File: src/rtl/riscv_pkg.sv
// ---------------------------------------------------------------------------
// riscv_pkg
//   Shared types for the branch resolve unit:
//     br_op_e      - encoding of the 3-bit 'br' request field
//     bru_state_e  - control FSM state type
//     BHT_INIT     - power-on value of every branch history counter
//     bht_next()   - 2-bit saturating counter step
// ---------------------------------------------------------------------------
package riscv_pkg;

  typedef enum logic [2:0] {
    BR_NONE = 3'd0,
    BR_BEQ  = 3'd1,
    BR_BNE  = 3'd2,
    BR_BLT  = 3'd3,
    BR_BGE  = 3'd4,
    BR_BLTU = 3'd5,
    BR_BGEU = 3'd6,
    BR_JAL  = 3'd7
  } br_op_e;

  typedef enum logic [1:0] {
    ST_IDLE    = 2'd0,
    ST_RESOLVE = 2'd1,
    ST_FLUSH   = 2'd2
  } bru_state_e;

  // Flush counter width; covers FLUSH_CYCLES up to 15.
  localparam int FLUSH_CNT_W = 4;

  // Weakly-not-taken.
  localparam logic [1:0] BHT_INIT = 2'b01;

  // Saturating up/down step of a 2-bit prediction counter.
  function automatic logic [1:0] bht_next(input logic [1:0] ctr,
                                          input logic       taken);
    logic [1:0] nxt;
    nxt = ctr;
    if (taken && (ctr != 2'b11))       nxt = ctr + 2'b01;
    else if (!taken && (ctr != 2'b00)) nxt = ctr - 2'b01;
    return nxt;
  endfunction

endpackage

File: src/rtl/branch_history_table.sv
// ---------------------------------------------------------------------------
// branch_history_table
//   DEPTH-entry table of 2-bit saturating direction counters. Present only
//   in builds that define BRU_BHT_EN (instantiated by branch_resolve_unit).
//
// Ports
//   clk, reset    clock, synchronous active-high reset (all entries -> 01)
//   upd_en        update strobe (one resolved branch this cycle)
//   upd_idx       entry to update
//   upd_taken     resolved direction: increment if 1, decrement if 0
//   lookup_idx    entry to read
//   lookup_taken  combinational prediction (counter MSB)
// ---------------------------------------------------------------------------
module branch_history_table
  import riscv_pkg::*;
#(
  parameter int DEPTH = 16,
  parameter int IDX_W = $clog2(DEPTH)
) (
  input  logic             clk,
  input  logic             reset,
  input  logic             upd_en,
  input  logic [IDX_W-1:0] upd_idx,
  input  logic             upd_taken,
  input  logic [IDX_W-1:0] lookup_idx,
  output logic             lookup_taken
);

  logic [1:0] ctr [DEPTH];

  // NOTE: this table is register-based and small, so every entry is reset;
  // a RAM-backed table could not be cleared in one cycle like this.
  always_ff @(posedge clk) begin
    if (reset) begin
      for (int i = 0; i < DEPTH; i++) ctr[i] <= BHT_INIT;
    end else if (upd_en) begin
      ctr[upd_idx] <= bht_next(ctr[upd_idx], upd_taken);
    end
  end

  assign lookup_taken = ctr[lookup_idx][1];

endmodule

File: src/rtl/branch_resolve_unit.sv
// ---------------------------------------------------------------------------
// branch_resolve_unit
//   Resolves a conditional branch / JAL one cycle after acceptance, reports
//   the target, detects a mispredict against the fetch-stage guess and then
//   holds a flush window before accepting new work.
//
//   Optional feature: define BRU_BHT_EN to add a branch history table
//   (branch_history_table) with a combinational lookup port. Default build
//   has no table and no lookup ports.
//
// Parameters
//   XLEN          operand / address width
//   FLUSH_CYCLES  cycles flush is held after a mispredict (1..15)
//   BHT_DEPTH     BHT entries, power of two (BRU_BHT_EN only)
//
// Ports
//   clk, reset          clock, synchronous active-high reset
//   in_valid, in_ready  request handshake
//   br                  op (0 none, 1 BEQ .. 6 BGEU, 7 JAL)
//   pc, rs1, rs2, imm   branch PC, operands, byte offset
//   pred_taken          fetch-stage prediction
//   lookup_pc           BHT lookup address          (BRU_BHT_EN only)
//   lookup_taken        BHT prediction for lookup_pc (BRU_BHT_EN only)
//   out_valid           result valid (one cycle after acceptance)
//   taken, target       resolved direction, pc+imm
//   redirect            mispredict pulse
//   redirect_pc         corrected fetch PC
//   flush               squash younger stages
// ---------------------------------------------------------------------------
module branch_resolve_unit
  import riscv_pkg::*;
#(
  parameter int XLEN         = 32,
  parameter int FLUSH_CYCLES = 2,
  parameter int BHT_DEPTH    = 16
) (
  input  logic            clk,
  input  logic            reset,
  input  logic            in_valid,
  output logic            in_ready,
  input  logic [2:0]      br,
  input  logic [XLEN-1:0] pc,
  input  logic [XLEN-1:0] rs1,
  input  logic [XLEN-1:0] rs2,
  input  logic [XLEN-1:0] imm,
  input  logic            pred_taken,
`ifdef BRU_BHT_EN
  input  logic [XLEN-1:0] lookup_pc,
  output logic            lookup_taken,
`endif
  output logic            out_valid,
  output logic            taken,
  output logic [XLEN-1:0] target,
  output logic            redirect,
  output logic [XLEN-1:0] redirect_pc,
  output logic            flush
);

  bru_state_e             state;
  logic [FLUSH_CNT_W-1:0] flush_cnt;  // FLUSH cycles left, including current

  br_op_e          op;
  logic            accept;
  logic            cond_taken;
  logic            mispredict;
  logic [XLEN-1:0] target_c;
  logic [XLEN-1:0] fall_c;

  assign op = br_op_e'(br);

  // A mispredicting RESOLVE cycle already stalls the front end.
  assign in_ready = !reset &&
                    ((state == ST_IDLE) || ((state == ST_RESOLVE) && !redirect));

  assign accept = in_valid && in_ready && (op != BR_NONE);

  // NOTE: the default assignment first keeps this block purely
  // combinational; leaving cond_taken unassigned on any path infers a latch.
  always_comb begin
    cond_taken = 1'b0;
    case (op)
      BR_BEQ:  cond_taken = (rs1 == rs2);
      BR_BNE:  cond_taken = (rs1 != rs2);
      BR_BLT:  cond_taken = ($signed(rs1) <  $signed(rs2));
      BR_BGE:  cond_taken = ($signed(rs1) >= $signed(rs2));
      BR_BLTU: cond_taken = (rs1 <  rs2);
      BR_BGEU: cond_taken = (rs1 >= rs2);
      BR_JAL:  cond_taken = 1'b1;
      default: cond_taken = 1'b0;
    endcase
  end

  // Both sums wrap modulo 2^XLEN by construction.
  assign target_c   = pc + imm;
  assign fall_c     = pc + XLEN'(4);
  assign mispredict = (cond_taken != pred_taken);

  // NOTE: all state here is sequential, so every assignment is non-blocking;
  // later reads in the same block therefore see the pre-edge values.
  always_ff @(posedge clk) begin
    if (reset) begin
      state       <= ST_IDLE;
      flush_cnt   <= '0;
      out_valid   <= 1'b0;
      taken       <= 1'b0;
      target      <= '0;
      redirect    <= 1'b0;
      redirect_pc <= '0;
      flush       <= 1'b0;
    end else begin
      // Result registers carry a value only in the cycle after an accept;
      // otherwise they return to zero.
      out_valid   <= accept;
      taken       <= accept && cond_taken;
      target      <= accept ? target_c : '0;
      redirect    <= accept && mispredict;
      redirect_pc <= accept ? (cond_taken ? target_c : fall_c) : '0;

      unique case (state)
        ST_FLUSH: begin
          // The flush window started in the RESOLVE cycle, so it ends one
          // cycle before the FLUSH state does.
          if (flush_cnt <= 4'd1) begin
            state     <= ST_IDLE;
            flush_cnt <= '0;
            flush     <= 1'b0;
          end else begin
            flush_cnt <= flush_cnt - 4'd1;
            flush     <= (flush_cnt > 4'd2);
          end
        end

        ST_RESOLVE: begin
          if (redirect) begin
            state     <= ST_FLUSH;
            flush_cnt <= FLUSH_CNT_W'(FLUSH_CYCLES);
            flush     <= (FLUSH_CYCLES > 1);
          end else if (accept) begin
            state <= ST_RESOLVE;
            flush <= mispredict;
          end else begin
            state <= ST_IDLE;
            flush <= 1'b0;
          end
        end

        default: begin  // ST_IDLE
          if (accept) begin
            state <= ST_RESOLVE;
            flush <= mispredict;
          end else begin
            state <= ST_IDLE;
            flush <= 1'b0;
          end
        end
      endcase
    end
  end

`ifdef BRU_BHT_EN
  localparam int IDX_W = $clog2(BHT_DEPTH);

  // Index of the branch currently in RESOLVE; the counter is trained at the
  // end of that cycle with the registered direction.
  logic [IDX_W-1:0] res_idx;
  logic             unused_lookup_bits;

  always_ff @(posedge clk) begin
    if (reset)       res_idx <= '0;
    else if (accept) res_idx <= pc[IDX_W+1:2];
  end

  // Only the word-index bits of lookup_pc select an entry.
  assign unused_lookup_bits = ^{lookup_pc[XLEN-1:IDX_W+2], lookup_pc[1:0]};

  branch_history_table #(
    .DEPTH (BHT_DEPTH)
  ) u_bht (
    .clk          (clk),
    .reset        (reset),
    .upd_en       (out_valid),
    .upd_idx      (res_idx),
    .upd_taken    (taken),
    .lookup_idx   (lookup_pc[IDX_W+1:2]),
    .lookup_taken (lookup_taken)
  );
`endif

endmodule

File: config.mk
export PLATFORM = sky130hd
export DESIGN_NAME = branch_resolve_unit
export DESIGN_NICKNAME = d
export VERILOG_FILES = /design/src/rtl/riscv_pkg.sv /design/src/rtl/branch_history_table.sv /design/src/rtl/branch_resolve_unit.sv
export SDC_FILE = /design/constraint.sdc
export NUM_CORES = 1
export LEC_CHECK = 0
export ABC_CLOCK_PERIOD_IN_PS = 5200
export CORE_MARGIN = 5
export CORE_UTILIZATION = 30
export DETAILED_ROUTE_END_ITERATION = 7
export PLACE_DENSITY = 0.58
export SYNTH_ARGS = -nofsm -noshare
export SYNTH_HDL_FRONTEND = slang
export SYNTH_SLANG_ARGS = --single-unit
File: constraint.sdc
create_clock -name clk -period 5.2 [get_ports clk]
set_input_delay 1.56 -clock clk [delete_from_list [all_inputs] [get_ports clk]]
set_output_delay 1.56 -clock clk [all_outputs]
set_load 0.02 [all_outputs]
* Yosys cells after proc, flatten, opt, wreduce, memory -nomap -nowiden
Cells that the tools add are included.
** Storage, ports and cells
- Register bits :: 74
- Output and inout port bits :: 69
- Logic and storage cells :: 59
** Operators by class
- Reduce and logical (&&, ||, !) cells :: 14
- Equal/unequal tests :: 14
- Add/sub/neg operators :: 3
- Muxes and demuxes :: 13
- Order comparisons :: 6
- Bitwise gates (word level) :: 1
** Operator list (number)
- $ge 32x32->1 :: 2
- $lt 32x32->1 :: 2
- $add 32x3->32 const B :: 1
- $add 32x32->32 :: 1
- $eq 32x32->1 :: 1
- $mux 32 :: 1
- $ne 32x32->1 :: 1
- $eq 3x3->1 const B :: 4
- $mux 4 :: 2
- $pmux 4 s2 :: 1
- $pmux 1 s7 :: 1
- $eq 3x2->1 const B :: 2
- $logic_and 1x1->1 :: 6
- $gt 4x2->1 const B :: 1
- $le 4x1->1 const B :: 1
- $mux 1 :: 4
- $mux 2 :: 2
- $ne 2x2->1 const B :: 2
- $pmux 2 s2 :: 1
- $sub 4x1->4 const B :: 1
- $eq 3x1->1 const B :: 1
- $reduce_bool 3->1 :: 1
- $eq 2x1->1 const B :: 1
- $eq 2x2->1 const B :: 1
- 9 further kinds :: 10

* Depth between registers and ports, before layout
Gate-level depths: netlist (run 1).
- Word-level depth :: 9
- Mapped depth :: 12

* Worst setup path after synthesis (run 1)
OpenSTA, ideal clock, no wires.
- Kind :: input -> register
- Start :: input port rs2[11]
- End :: register redirect_pc[9]
- Stages :: 12
- Setup slack :: 1.195 ns
- Path buffers :: 1
- Setup time :: 0.135 ns
- Arrival time :: 3.870 ns
- Cells stage by stage :: inv_1 -> ha_1 -> a21oi_1 -> o21ai_0 -> a221oi_1 -> a2bb2oi_1 -> a31oi_1 -> a32o_1 -> a221oi_4 -> buf_6 -> mux2i_1 -> nor2_1
** Between the ends
- Longest elaborated chain between the ends :: 3
** Ends and longest elaborated chain
- start, declared :: RTL line branch_resolve_unit.sv:44 : input logic [XLEN-1:0] rs2,
- $ge 32x32->1, or another cell as far along :: RTL line branch_resolve_unit.sv:87 : BR_BGEU: cond_taken = (rs1 >= rs2);
- $pmux 1 s7 (*) :: RTL line branch_resolve_unit.sv:81 : case (op)
- $mux 32 (*) :: RTL line branch_resolve_unit.sv:117 : redirect_pc <= accept ? (cond_taken ? target_c : fall_c) : '0;
- end signal, assigned :: RTL line branch_resolve_unit.sv:117
- end, declared :: RTL line branch_resolve_unit.sv:55 : output logic [XLEN-1:0] redirect_pc,
Every way passes the cells marked *; elsewhere a longest branch is shown, timed or not.
A chain may end at the register's enable or synchronous reset.

* Worst setup path in the final report (run 1)
- Start :: input port rs2[11]
- End :: register redirect_pc[1]
The elaborated chain is that of the path after synthesis.

==> flow_results.org, run 1 <==
** Cells and area
- Summing all multi-input logic gate instances after layout gives between 3000 and 4000 µm².
- Share of layout cells above drive strength 1 :: approximately 5.5%
- At the end of the flow, the number of nets in the layout was 1091.
- Once layout is done, the placed cells without fillers occupy 8190 µm².
- Number of antenna diodes :: 0
- Count of fill cells added during filler insertion :: 1851
- Excluding fillers, the count of instances in the completed layout stands at 1123.
- Area growth from synthesis to final layout :: 46.0%
- Registers take 1480 µm².
- Once layout is complete, the utilization of the core stands at approximately 44%.

** Placement
- Routability-driven placement finished with a final weighted congestion of 0.841.
- # placed instances :: 1108
- Half-perimeter wire length after detailed placement :: roughly 14000 µm
- In this run the cell area measured after placement is 7920 µm².
- Port Buffer Count :: 203
- Pre-CTS setup slack :: 333 ps

** Detailed routing
- Total length of routed wires :: 17400 µm
- Dividing the detail-routed via count by the number of cells gives 4.83.
- Summing over every cut layer, the via total after detailed routing is about 5400.
- In the routed design, unresolved DRC markers number 0.
- Detail Route Antenna Nets :: 0
- After the first detailed-routing iteration, the DRC count stood at 211.
- Iteration count of the initial detailed-routing pass :: 5
- Wire length per cell after detailed routing :: around 15 µm

** Setup path
- The worst setup path is captured at a flop.
- Worst Reg-to-Reg Cells :: 9
- The setup check on the worst reg-to-reg path leaves a slack of 2930 ps.
- Required time of the critical path :: 5480 ps
- Startpoint-to-endpoint class of the critical path :: in -> reg
- The number of buffers and inverters on the critical path is 3.
- Cell breakdown of the critical path :: clkdlybuf4s50_1 -> inv_1 -> ha_1 -> a21oi_1 -> o21ai_0 -> a221oi_1 -> a2bb2oi_1 -> a31oi_1 -> a32o_1 -> a221oi_4 -> buf_12 -> mux2_2 -> nor2_1
- Broken down by cell family, the worst path's largest delay share belongs to compound AO/OA/AOI/OAI gates.
- CP arrival :: approximately 4800 ps
- Startpoint of the most critical register-to-register path :: state[1]$_SDFFE_PP0P_
- Critical path's largest stage delay :: 460 ps
- The critical path crosses 13 cells after its start point.
- Critical path startpoint category :: input port
- Maximum fanout encountered on the critical timing path :: 63
- R2r endpoint :: flush$_SDFF_PP0_
- CP max-delay cell :: sky130_fd_sc_hd__clkdlybuf4s50_1

** Clock network
- Clock-pin slew was measured on the worst setup and hold paths at 60 ps.
- Maximum count of clock buffers along a single path :: 2
- Hold bufs inserted after CTS :: 0
- Counting every sink on the clock net gives 74.
- Buffers inserted during post-CTS setup optimization :: 0
- CTS tree :: yes
- Number of buffers created by CTS :: 9
- Depth of the CTS H-tree :: 3
- Root Driver :: sky130_fd_sc_hd__clkbuf_16
- After clock tree synthesis, the repair step resized 0 gates.
- The clock reaches the later pin of the worst-skew pair after between 300 and 400 ps.

** STA
- Dividing the final minimum period by the clock period gives 86.2%.
- For the final database, setup skew stands at 9.20 ps.
- Hold Violations, Final :: 0
- Setup repair after global routing left no endpoint under its margin.
- Setup violations remaining at the end of the flow were counted as 0.
- At the pin with the least slew margin, the transition time is 710 ps.
- Tmin final :: ~4500 ps
- Worst rel slew slack :: between 50% and 60%
- The max-slew violation count is 0.
- Setup total negative slack on the finished layout was measured at 0 ps.
- Across all setup checks in the final design, the least slack found is roughly 720 ps.
- Max Fclk :: 223 MHz

** Synth
- Mean instance size in the synthesized netlist :: 8.21 µm²
- Main flop type after synthesis :: sky130_fd_sc_hd__dfxtp_1
- The netlist uses 58 different library cells.
- Net count after synthesis :: 889
- The largest total area in the synthesized netlist belongs to sky130_fd_sc_hd__dfxtp_1.
- Share of flip-flops with an asynchronous set or reset :: 0%
- Sequential fraction of the synthesis area :: 26.4%
- After technology mapping, the gate count stands at 683.
- YS warnings :: 0
- Proportion of netlist area held by the largest area contributor :: 26.4%
- Number of synthesized flops with an enable pin :: 0
- Summing every instance area after synthesis gives 5610 µm².
- Counting flops and latches in the post-synthesis netlist gives 74.
- Leading post-synthesis cells by cell area :: sky130_fd_sc_hd__dfxtp_1, sky130_fd_sc_hd__ha_1, sky130_fd_sc_hd__xnor2_1, sky130_fd_sc_hd__nor2_1, sky130_fd_sc_hd__a211oi_2

** GRT
- Maximum number of pins on one net before global-route repair :: 64
- Global-route usage over all layers :: 15.7%
- met2 is the most crowded layer.
- Initial antenna violation count :: 0
- Global routing met1 resource utilization :: about a fifth
- The first global-routing pass estimated 27400 µm of wire.
- Met3 routing resource usage after global routing :: 2.90%
- After global routing the overflow that remains totals 0.
- Global-route met2 utilization :: 27.3%
- The via count of the first global-routing pass is 5327.

** Floorplan
- For this design the top-level I/O count stands at 204.
- Once the floorplan was initialized, standard cells occupied 30.2% of the core.
- Die width :: 147 µm
- Die footprint :: 21500 µm²
- Placement row count :: 50
- The floorplan step set the die height to approximately 150 µm.
- The region available for standard cell placement spans between 15000 and 20000 µm².

** Worst hold path
- The startpoint identified for the worst hold timing path is state[1]$_SDFFE_PP0P_.
- Tightest Hold Check Type :: reg -> reg
- The worst hold path terminates at state[1]$_SDFFE_PP0P_.
- Hold Crit Depth :: 2

** Outcome
- The flow ran to the end, and the final reports show no timing, DRC or antenna violations.

** Power
- Across the VDD grid, the largest voltage drop is 0.000146 V.
- Power density over the cells :: 232 nW/µm²
- In this run the static leakage power is 0.00342 µW.

** Flow run
- Max-capacitance violation count :: 0
-- metal layers --
metal	routed length (µm)	share of wire, %	vias to the layer above
li1	-	-	2817
met1	7800	45	2459
met2	8530	49	130
met3	769	4.4	18
met4	286	1.6	0
met5	0	0	-
-- synth_stat cells (2+ instances only) --
cell                        number
sky130_fd_sc_hd__nor4_1          2
sky130_fd_sc_hd__buf_6           4
sky130_fd_sc_hd__inv_1          54
sky130_fd_sc_hd__o311ai_0        5
sky130_fd_sc_hd__a221oi_1        2
sky130_fd_sc_hd__a32o_1          3
sky130_fd_sc_hd__dfxtp_1        74
sky130_fd_sc_hd__and2_1          8
sky130_fd_sc_hd__o21ai_0        24
sky130_fd_sc_hd__a211oi_1        5
sky130_fd_sc_hd__o2111ai_1       2
sky130_fd_sc_hd__a21o_1         17
sky130_fd_sc_hd__and4_1          9
sky130_fd_sc_hd__nor3_1          6
sky130_fd_sc_hd__nand2b_1        8
sky130_fd_sc_hd__o211ai_1        4
sky130_fd_sc_hd__a2bb2oi_1       2
sky130_fd_sc_hd__a21oi_1        46
sky130_fd_sc_hd__nand3_1        19
sky130_fd_sc_hd__a31oi_1         7
sky130_fd_sc_hd__o21bai_1        3
sky130_fd_sc_hd__o21a_1          4
sky130_fd_sc_hd__a211oi_2       19
sky130_fd_sc_hd__a211o_1         2
sky130_fd_sc_hd__xor2_1         17
sky130_fd_sc_hd__ha_1           70
sky130_fd_sc_hd__nand4b_1        3
sky130_fd_sc_hd__o22ai_1         3
sky130_fd_sc_hd__and3_1         11
sky130_fd_sc_hd__or3_1           4
sky130_fd_sc_hd__xnor2_1        39
sky130_fd_sc_hd__nor2b_1        11
sky130_fd_sc_hd__nand4_1        10
sky130_fd_sc_hd__o31ai_1         2
sky130_fd_sc_hd__mux2i_1         6
sky130_fd_sc_hd__a221o_1         2
sky130_fd_sc_hd__nand2_1        46
sky130_fd_sc_hd__nor2_1         89
sky130_fd_sc_hd__a21boi_0        6
sky130_fd_sc_hd__clkbuf_1       17
-- worst register-to-register path: stages, from the launching register on --
cell and delay, ps:
sky130_fd_sc_hd__dfxtp_1 320, sky130_fd_sc_hd__inv_1 80, sky130_fd_sc_hd__ha_1 300, sky130_fd_sc_hd__nor2b_1 270
sky130_fd_sc_hd__nor2_1 60, sky130_fd_sc_hd__nor2_1 170, sky130_fd_sc_hd__o311ai_2 150, sky130_fd_sc_hd__inv_1 450
sky130_fd_sc_hd__nand4b_1 160, sky130_fd_sc_hd__a31oi_1 230
-- per-stage QoR --
step / total power [µW] / hold slack (ps)
finish: 1900 / 490
global route: 2010 / 534
CTS: 1920 / 491
detailed placement: 1340 / 483
global placement: 1340 / 476
floorplan: 1050 / 460
-- power by group --
part / switching, µW / total (µW) / internal, µW
clock network: 231 / 574 / 344
registers: 12.5 / 622 / 610
logic: 365 / 703 / 338
-- registers in the layout, summed over array words and instances (netlist names) --
| signal | count |
|---|---|
| flush | 1 |
| flush_cnt | 4 |
| out_valid | 1 |
| redirect | 1 |
| redirect_pc | 32 |
| state | 2 |
| taken | 1 |
| target | 32 |
-- kinds of logic after synthesis --
logic type / share of synthesized area [%]
buffers and inverters: 5.78
AOI/OAI and AO/OA: 22.0
muxes: 1.27
adders and majority gates: 16.0
and+or+nand+nor: 19.9
xor gates and xnor gates: 8.74
DFF: 26.4
-- worst max path at each step --
stage	start	to	slack, ps
2_1_floorplan	rs2[11]	redirect_pc[9]$_SDFF_PP0_	1200
3_3_place_gp	rs2[11]	redirect_pc[1]$_SDFF_PP0_	370
3_5_place_dp	rs2[11]	redirect_pc[1]$_SDFF_PP0_	330
4_1_cts	rs2[11]	redirect_pc[1]$_SDFF_PP0_	690
5_1_grt	rs2[11]	redirect_pc[1]$_SDFF_PP0_	420
6_report	rs2[11]	redirect_pc[1]$_SDFF_PP0_	720
-- layout by cell type, fill, tap and decap left out, types with 9 or more instances in the layout --
cell type and instances:
sky130_fd_sc_hd__and4_1 9, sky130_fd_sc_hd__nor2b_1 11, sky130_fd_sc_hd__xor2_1 17, sky130_fd_sc_hd__ha_1 70, sky130_fd_sc_hd__a211oi_2 19, sky130_fd_sc_hd__nand3_1 19
sky130_fd_sc_hd__and3_1 11, sky130_fd_sc_hd__clkbuf_16 9, sky130_fd_sc_hd__buf_4 10, sky130_fd_sc_hd__o21ai_0 24, sky130_fd_sc_hd__nand2_1 46, sky130_fd_sc_hd__nor2_1 89
sky130_fd_sc_hd__a21o_1 17, sky130_fd_sc_hd__a21oi_1 46, sky130_fd_sc_hd__dfxtp_1 74, sky130_fd_sc_hd__inv_1 54, sky130_fd_sc_hd__xnor2_1 39, sky130_fd_sc_hd__clkdlybuf4s50_1 203
sky130_fd_sc_hd__nand4_1 10
-- final cells by class --
type	instances	share of cell area, %
Sequential cell	74	18.1
Tap cell	234	3.58
Multi-Input combinational cell	532	46.6
Clock buffer	12	3.13
Timing Repair Buffer	214	26.0
Inverter	54	2.48
Clock inverter	3	0.183
(Power assumes the default switching activity.)
==> run 2, diff against run 1 <==
--- a/config.mk
+++ b/config.mk
@@ -8,6 +8,7 @@
 export ABC_CLOCK_PERIOD_IN_PS = 5200
 export CORE_MARGIN = 5
 export CORE_UTILIZATION = 30
+export CTS_BUF_LIST = sky130_fd_sc_hd__clkbuf_2 sky130_fd_sc_hd__clkbuf_4 sky130_fd_sc_hd__clkbuf_8
 export DETAILED_ROUTE_END_ITERATION = 7
 export PLACE_DENSITY = 0.58
 export SYNTH_ARGS = -nofsm -noshare
==> flow_results.org, run 2 (same netlist as run 1, synthesis figures left out) <==
** Outcome
- Status :: finished, final reports clean

** Placement
- Placed Area :: a little under 8000 µm²
- During placement, the flow inserted port buffers numbering 203.
- Routability cong. :: about 0.84
- # placed instances :: 1108
- Half-perimeter wire length after detailed placement :: 14300 µm

** Floorplan
- In this run the count of I/O pins placed on the die edge is 204.
- Die width :: ~150 µm
- Die H :: approximately 150 µm
- After floorplanning, the core was sized to cover 18600 µm².
- The floorplan step defined a die boundary enclosing between 20000 and 25000 µm².
- After floorplanning, the core was divided into 50 placement rows.
- The initial utilization of the core area, before any placement, comes to between 30% and 40%.

** GRT
- The first global-routing pass estimated 27500 µm of wire.
- Global routing finished with a remaining overflow of 0.
- Global-route usage over all layers :: 15.7%
- The via count of the first global-routing pass came to between 5000 and 6000.
- Maximum number of pins on one net before global-route repair :: 64
- The number of antenna violations at the first check in global routing was 0.

** Power
- Peak VDD IR :: ~0.00014 V
- Power spread over the standard cell area amounts to 214 nW/µm².
- Cell leakage power :: 0.00338 µW

** Clock network
- In this run the clock root is driven by a sky130_fd_sc_hd__clkbuf_8.
- CTS tree :: yes
- Clock transition at the registers of the reported paths :: 80 ps
- Number of sinks on the clock net :: between 70 and 80
- Number of buffers created by CTS :: 9
- Maximum count of clock buffers along a single path :: 2
- At the later pin of the worst-skew pair, clock insertion delay measures 370 ps.
- The clock tree synthesis step divided the H-tree into 3 levels.
- Buffers inserted during post-CTS setup optimization :: 0
- The number of gates resized after CTS was 0.
- Hold repair after CTS inserted 0 buffers.

** Cells and area
- Top library cells by usage in the layout, fill and taps aside :: sky130_fd_sc_hd__clkdlybuf4s50_1, sky130_fd_sc_hd__nor2_1, sky130_fd_sc_hd__dfxtp_1
- Fill cells in the final layout number 1864.
- Most common cell after layout, fill and taps aside :: sky130_fd_sc_hd__clkdlybuf4s50_1
- Area growth from synthesis to final layout :: 44.2%
- The repair_antennas step left the layout with diodes totalling 0.
- The largest registers in the layout are redirect_pc (32), target (32), flush_cnt (4).
- Area of combinational cells with multiple inputs :: 3810 µm²
- At the end of the flow, the number of nets in the layout was between 1000 and 1500.
- After the flow finishes, the layout carries non-filler instances totaling 1123.
- Design Area, Final :: 8090 µm²
- In the final layout, flip-flops and latches occupy ~1500 µm².
- Share of layout cells above drive strength 1 :: 5.62%

** STA
- Setup repair after global routing left no endpoint under its margin.
- Worst rel slew slack :: between 50 and 60%
- Number of failing setup endpoints in the final timing report :: 0
- Worst clock skew on the final layout :: 14.7 ps
- After layout, the worst path uses 85.8% of the clock period.
- The max-slew violation count came to 0.
- Final setup TNS :: 0 ps
- Transition time at the pin with the least slew margin :: 732 ps
- Max Fclk :: 224 MHz
- Tmin final :: 4460 ps
- Hold Violations, Final :: 0

** Setup path
- Across all register-to-register paths, the minimum setup slack is 2940 ps.
- STA puts the critical path data required time at 5510 ps.
- Along the worst path, the maximum fanout reaches 63.
- Startpoint of the most critical register-to-register path :: state[1]$_SDFFE_PP0P_
- Worst Reg-to-Reg Cells :: 9
- Startpoint-to-endpoint class of the critical path :: in -> reg
- Start point of the critical path :: rs2[11]
- CP Capture Point :: redirect_pc[1]$_SDFF_PP0_
- R2r endpoint :: flush$_SDFF_PP0_
- Critical path capture point type :: flop
- Data on the critical path arrives at its endpoint at 4770 ps.
- The worst setup path is launched from an input port.

** Detailed routing
- For this run, the detailed router's first-pass iteration total came to 4.
- Wire length per cell after detailed routing :: 15.5 µm
- The routed design has 17400 µm of wire.
- Detail Route Antenna Nets :: 0
- Using the TritonRoute via totals, the vias-per-cell ratio works out to 4.84.
- In the routed design, unresolved DRC markers number 0.
- The final route contains 5431 vias.
- The detailed router finished its first iteration with 234 violations.

** Flow run
- Max-capacitance violation count :: 0

** Worst hold path
- Tightest Hold Check Type :: reg -> reg
run 2: routing by layer:
layer	track usage, %	up-vias	wire, µm
li1	-	2820	-
met3	2.87	22	585
met1	19.9	2482	7950
met2	27.1	107	8510
met4	4.99	0	352
met5	0	-	0
run 2: worst min path at each step:
stage                                from  cells past startpoint                    end  slack (ps)
floorplan           state[1]$_SDFFE_PP0P_                      2  state[1]$_SDFFE_PP0P_         460
global placement    state[1]$_SDFFE_PP0P_                      2  state[1]$_SDFFE_PP0P_         480
detailed placement  state[1]$_SDFFE_PP0P_                      2  state[1]$_SDFFE_PP0P_         480
CTS                 state[1]$_SDFFE_PP0P_                      2  state[1]$_SDFFE_PP0P_         490
global route        state[1]$_SDFFE_PP0P_                      2  state[1]$_SDFFE_PP0P_         540
finish              state[1]$_SDFFE_PP0P_                      2  state[1]$_SDFFE_PP0P_         490
run 2: worst max-delay path, cell delays in order:
cell and delay [ps]:
sky130_fd_sc_hd__clkdlybuf4s50_1 460, sky130_fd_sc_hd__inv_1 40, sky130_fd_sc_hd__ha_1 300, sky130_fd_sc_hd__a21oi_1 150
sky130_fd_sc_hd__o21ai_0 100, sky130_fd_sc_hd__a221oi_1 300, sky130_fd_sc_hd__a2bb2oi_1 330, sky130_fd_sc_hd__a31oi_1 150
sky130_fd_sc_hd__a32o_1 260, sky130_fd_sc_hd__a221oi_4 320, sky130_fd_sc_hd__buf_12 330, sky130_fd_sc_hd__mux2_2 370
sky130_fd_sc_hd__nor2_1 70
run 2: stage by stage:
step	setup slack (ps)	hold WS [ps]	utilization (%)	power, µW
floorplan	1200	460	-	1050
global placement	375	476	42.6	1340
detailed placement	333	483	42.6	1340
CTS	734	494	43.5	1760
global route	460	538	43.5	1850
finish	740	490	43.5	1740
run 2: cell type report:
cell class,count,area share [%]
clock buffer,12,1.96
clock inverter,3,0.186
inverter,54,2.51
multi-input combinational,532,47.1
sequential,74,18.3
tap,234,3.62
timing repair buffer,214,26.3
run 2: where the power goes:
part	internal [µW]	switching [µW]	leakage, µW	total, µW
Combinational	339	366	0.00268	704
Sequential	609	12.5	0.000606	621
Clock	200	210	0.0000954	410
Total	1150	588	0.00338	1740
==> run 3, diff against run 2 <==
--- a/config.mk
+++ b/config.mk
@@ -8,7 +8,7 @@
 export ABC_CLOCK_PERIOD_IN_PS = 5200
 export CORE_MARGIN = 5
 export CORE_UTILIZATION = 30
-export CTS_BUF_LIST = sky130_fd_sc_hd__clkbuf_2 sky130_fd_sc_hd__clkbuf_4 sky130_fd_sc_hd__clkbuf_8
+export CTS_BUF_LIST = sky130_fd_sc_hd__clkbuf_8 sky130_fd_sc_hd__clkbuf_16
 export DETAILED_ROUTE_END_ITERATION = 7
 export PLACE_DENSITY = 0.58
 export SYNTH_ARGS = -nofsm -noshare
==> flow_results.org, run 3 (same netlist as run 1, synthesis figures left out) <==
** Placement
- Port buffering added 203 buffers.
- Half-perimeter wire length after detailed placement :: ~14000 µm
- Including well taps, the total number of placed cells is about 1100.
- Routability cong. :: 0.841

** Worst hold path
- The startpoint identified for the worst hold timing path is state[1]$_SDFFE_PP0P_.
- The path class of the tightest hold or removal check is reg -> reg.

** Detailed routing
- After detailed routing, the total wire length is approximately 17000 µm.
- DRC Markers :: 0
- Wire length per cell after detailed routing :: 15.5 µm
- Once detail routing completed, the nets flagged for antenna violations numbered 0.
- The first TritonRoute pass finished after 5 iterations.
- Iteration-0 DRC Markers :: 211
- Via count :: 5418
- Via-per-instance ratio :: 4.82

** Outcome
- The run finished with clean final reports.

** STA
- Transition time at the pin with the least slew margin :: between 700 and 800 ps
- Worst rel slew slack :: 52.2%
- The final hold violation count is 0.
- Setup violations remaining at the end of the flow were counted as 0.
- Setup repair after global routing left no endpoint under its margin.
- For this run, the top clock speed supported by timing is 223 MHz.
- The final critical path takes up 86.2% of the cycle.
- Subtracting the final worst setup slack from the clock period gives 4480 ps.
- The max-slew violation count came to 0.
- In the final timing run, aggregate negative setup slack is 0 ps.
- Across the routed clock network, the largest skew measured is about 9 ps.

** Setup path
- The worst setup path is captured at a flop.
- CP arrival :: 4760 ps
- The worst setup path is launched from an input port.
- The worst setup path is of the in -> reg kind.
- The startpoint identified for the worst register-to-register timing path is state[1]$_SDFFE_PP0P_.
- In this run the worst path has a maximum fanout of 63.
- Start point of the critical path :: rs2[11]
- Data on the critical path is required at its endpoint by about 5500 ps.

** Cells and area
- For this run, the number of standard cells in the final layout without fillers is between 1000 and 1500.
- In the final layout, the multi-input gates occupy 3810 µm².
- Area growth from synthesis to final layout :: 46.0%
- The library cells used most frequently in the layout, excluding fill and tap cells, are sky130_fd_sc_hd__clkdlybuf4s50_1, sky130_fd_sc_hd__nor2_1, sky130_fd_sc_hd__dfxtp_1.
- Register area :: 1480 µm²
- Most common cell after layout, fill and taps aside :: sky130_fd_sc_hd__clkdlybuf4s50_1
- Count of fill cells added during filler insertion :: 1851
- The repair_antennas step left the layout with diodes totalling 0.
- In the final layout, the share of cells above drive strength 1 is 5.51%.
- The largest registers in the layout are redirect_pc (32), target (32), flush_cnt (4).
- Layout Nets :: around 1100

** Clock network
- Post-CTS Resized :: 0
- Clock-pin slew was measured on the worst setup and hold paths at 60 ps.
- Number of sinks on the clock net :: 74
- Depth of the CTS H-tree :: 3
- Root Driver :: sky130_fd_sc_hd__clkbuf_16
- Clock network latency to the later pin of the worst-skew pair :: 340 ps
- TritonCTS built the clock tree.
- Maximum count of clock buffers along a single path :: 2
- Buffers inserted during clock tree synthesis total 9.
- The number of setup buffers added after CTS is 0.
- Hold bufs inserted after CTS :: 0

** Power
- Dividing total power by cell area gives a power density of 232 nW/µm².
- Peak VDD IR :: 0.000145 V
- Cell leakage power :: 0.00343 µW

** GRT
- First-pass GRT wire length :: 27400 µm
- The via count of the first global-routing pass is 5327.
- Maximum number of pins on one net before global-route repair :: between 60 and 70
- Summed over all layers, the global routing overflow is 0.
- Global-route usage over all layers :: between 10% and 20%
- Initial antenna violation count :: 0

** Floorplan
- Measured along the y axis, the die boundary spans 147 µm.
- The die covers around 22000 µm².
- Ports :: just over 200
- For this configuration, the core starts out at a cell density of about 30%.
- The core region is 18600 µm².
- The die is 147 µm wide.
- Placement row count :: 50

** Flow run
- Max-capacitance violation count :: 0
-- run 3: layout make-up --
class / instances / area share [%]
Multi-Input combinational cell: 532 / 46.6
Timing Repair Buffer: 214 / 26.0
Sequential cell: 74 / 18.1
Tap cell: 234 / 3.58
Clock buffer: 11 / 3.09
Inverter: 54 / 2.48
Clock inverter: 4 / 0.229
-- run 3: path summary, 6_finish.rpt --
| path | end | cells after the start | slack, ps |
|---|---|---|---|
| min reg2reg | state[1]$_SDFFE_PP0P_ | 2 | 490 |
| min | state[1]$_SDFFE_PP0P_ | 2 | 490 |
| max | redirect_pc[1]$_SDFF_PP0_ | 13 | 720 |
| max reg2reg | flush$_SDFF_PP0_ | 9 | 2930 |
-- run 3: through the flow --
step / util, % / hold WS (ps) / setup slack (ps) / total power, µW / instance area, µm²
after floorplan: - / 460 / 1200 / 1050 / 5610
after global placement: 42.6 / 476 / 375 / 1340 / 7920
after detailed placement: 42.6 / 483 / 333 / 1340 / 7920
after CTS: 44.1 / 491 / 694 / 1920 / 8190
after global routing: 44.1 / 534 / 417 / 2010 / 8190
final: 44.1 / 490 / 718 / 1900 / 8190
-- run 3: routing by layer --
metal | routed length (µm) | vias up | GRT usage (%)
li1 | - | 2817 | -
met1 | 7820 | 2452 | 19.9
met2 | 8540 | 131 | 27.3
met3 | 744 | 18 | 2.90
met4 | 286 | 0 | 4.52
met5 | 0 | - | 0
-- run 3: report_power, final --
part / switching (µW) / leakage, µW / total, µW / internal, µW
Combinational: 365 / 0.00268 / 703 / 338
Sequential: 12.5 / 0.000606 / 622 / 610
Clock: 231 / 0.000142 / 573 / 342
-- run 3: critical path, stage by stage --
cell                              delay [ps]
sky130_fd_sc_hd__clkdlybuf4s50_1         460
sky130_fd_sc_hd__inv_1                    40
sky130_fd_sc_hd__ha_1                    300
sky130_fd_sc_hd__a21oi_1                 150
sky130_fd_sc_hd__o21ai_0                 100
sky130_fd_sc_hd__a221oi_1                300
sky130_fd_sc_hd__a2bb2oi_1               330
sky130_fd_sc_hd__a31oi_1                 150
sky130_fd_sc_hd__a32o_1                  260
sky130_fd_sc_hd__a221oi_4                320
sky130_fd_sc_hd__buf_12                  330
sky130_fd_sc_hd__mux2_2                  370
sky130_fd_sc_hd__nor2_1                   70
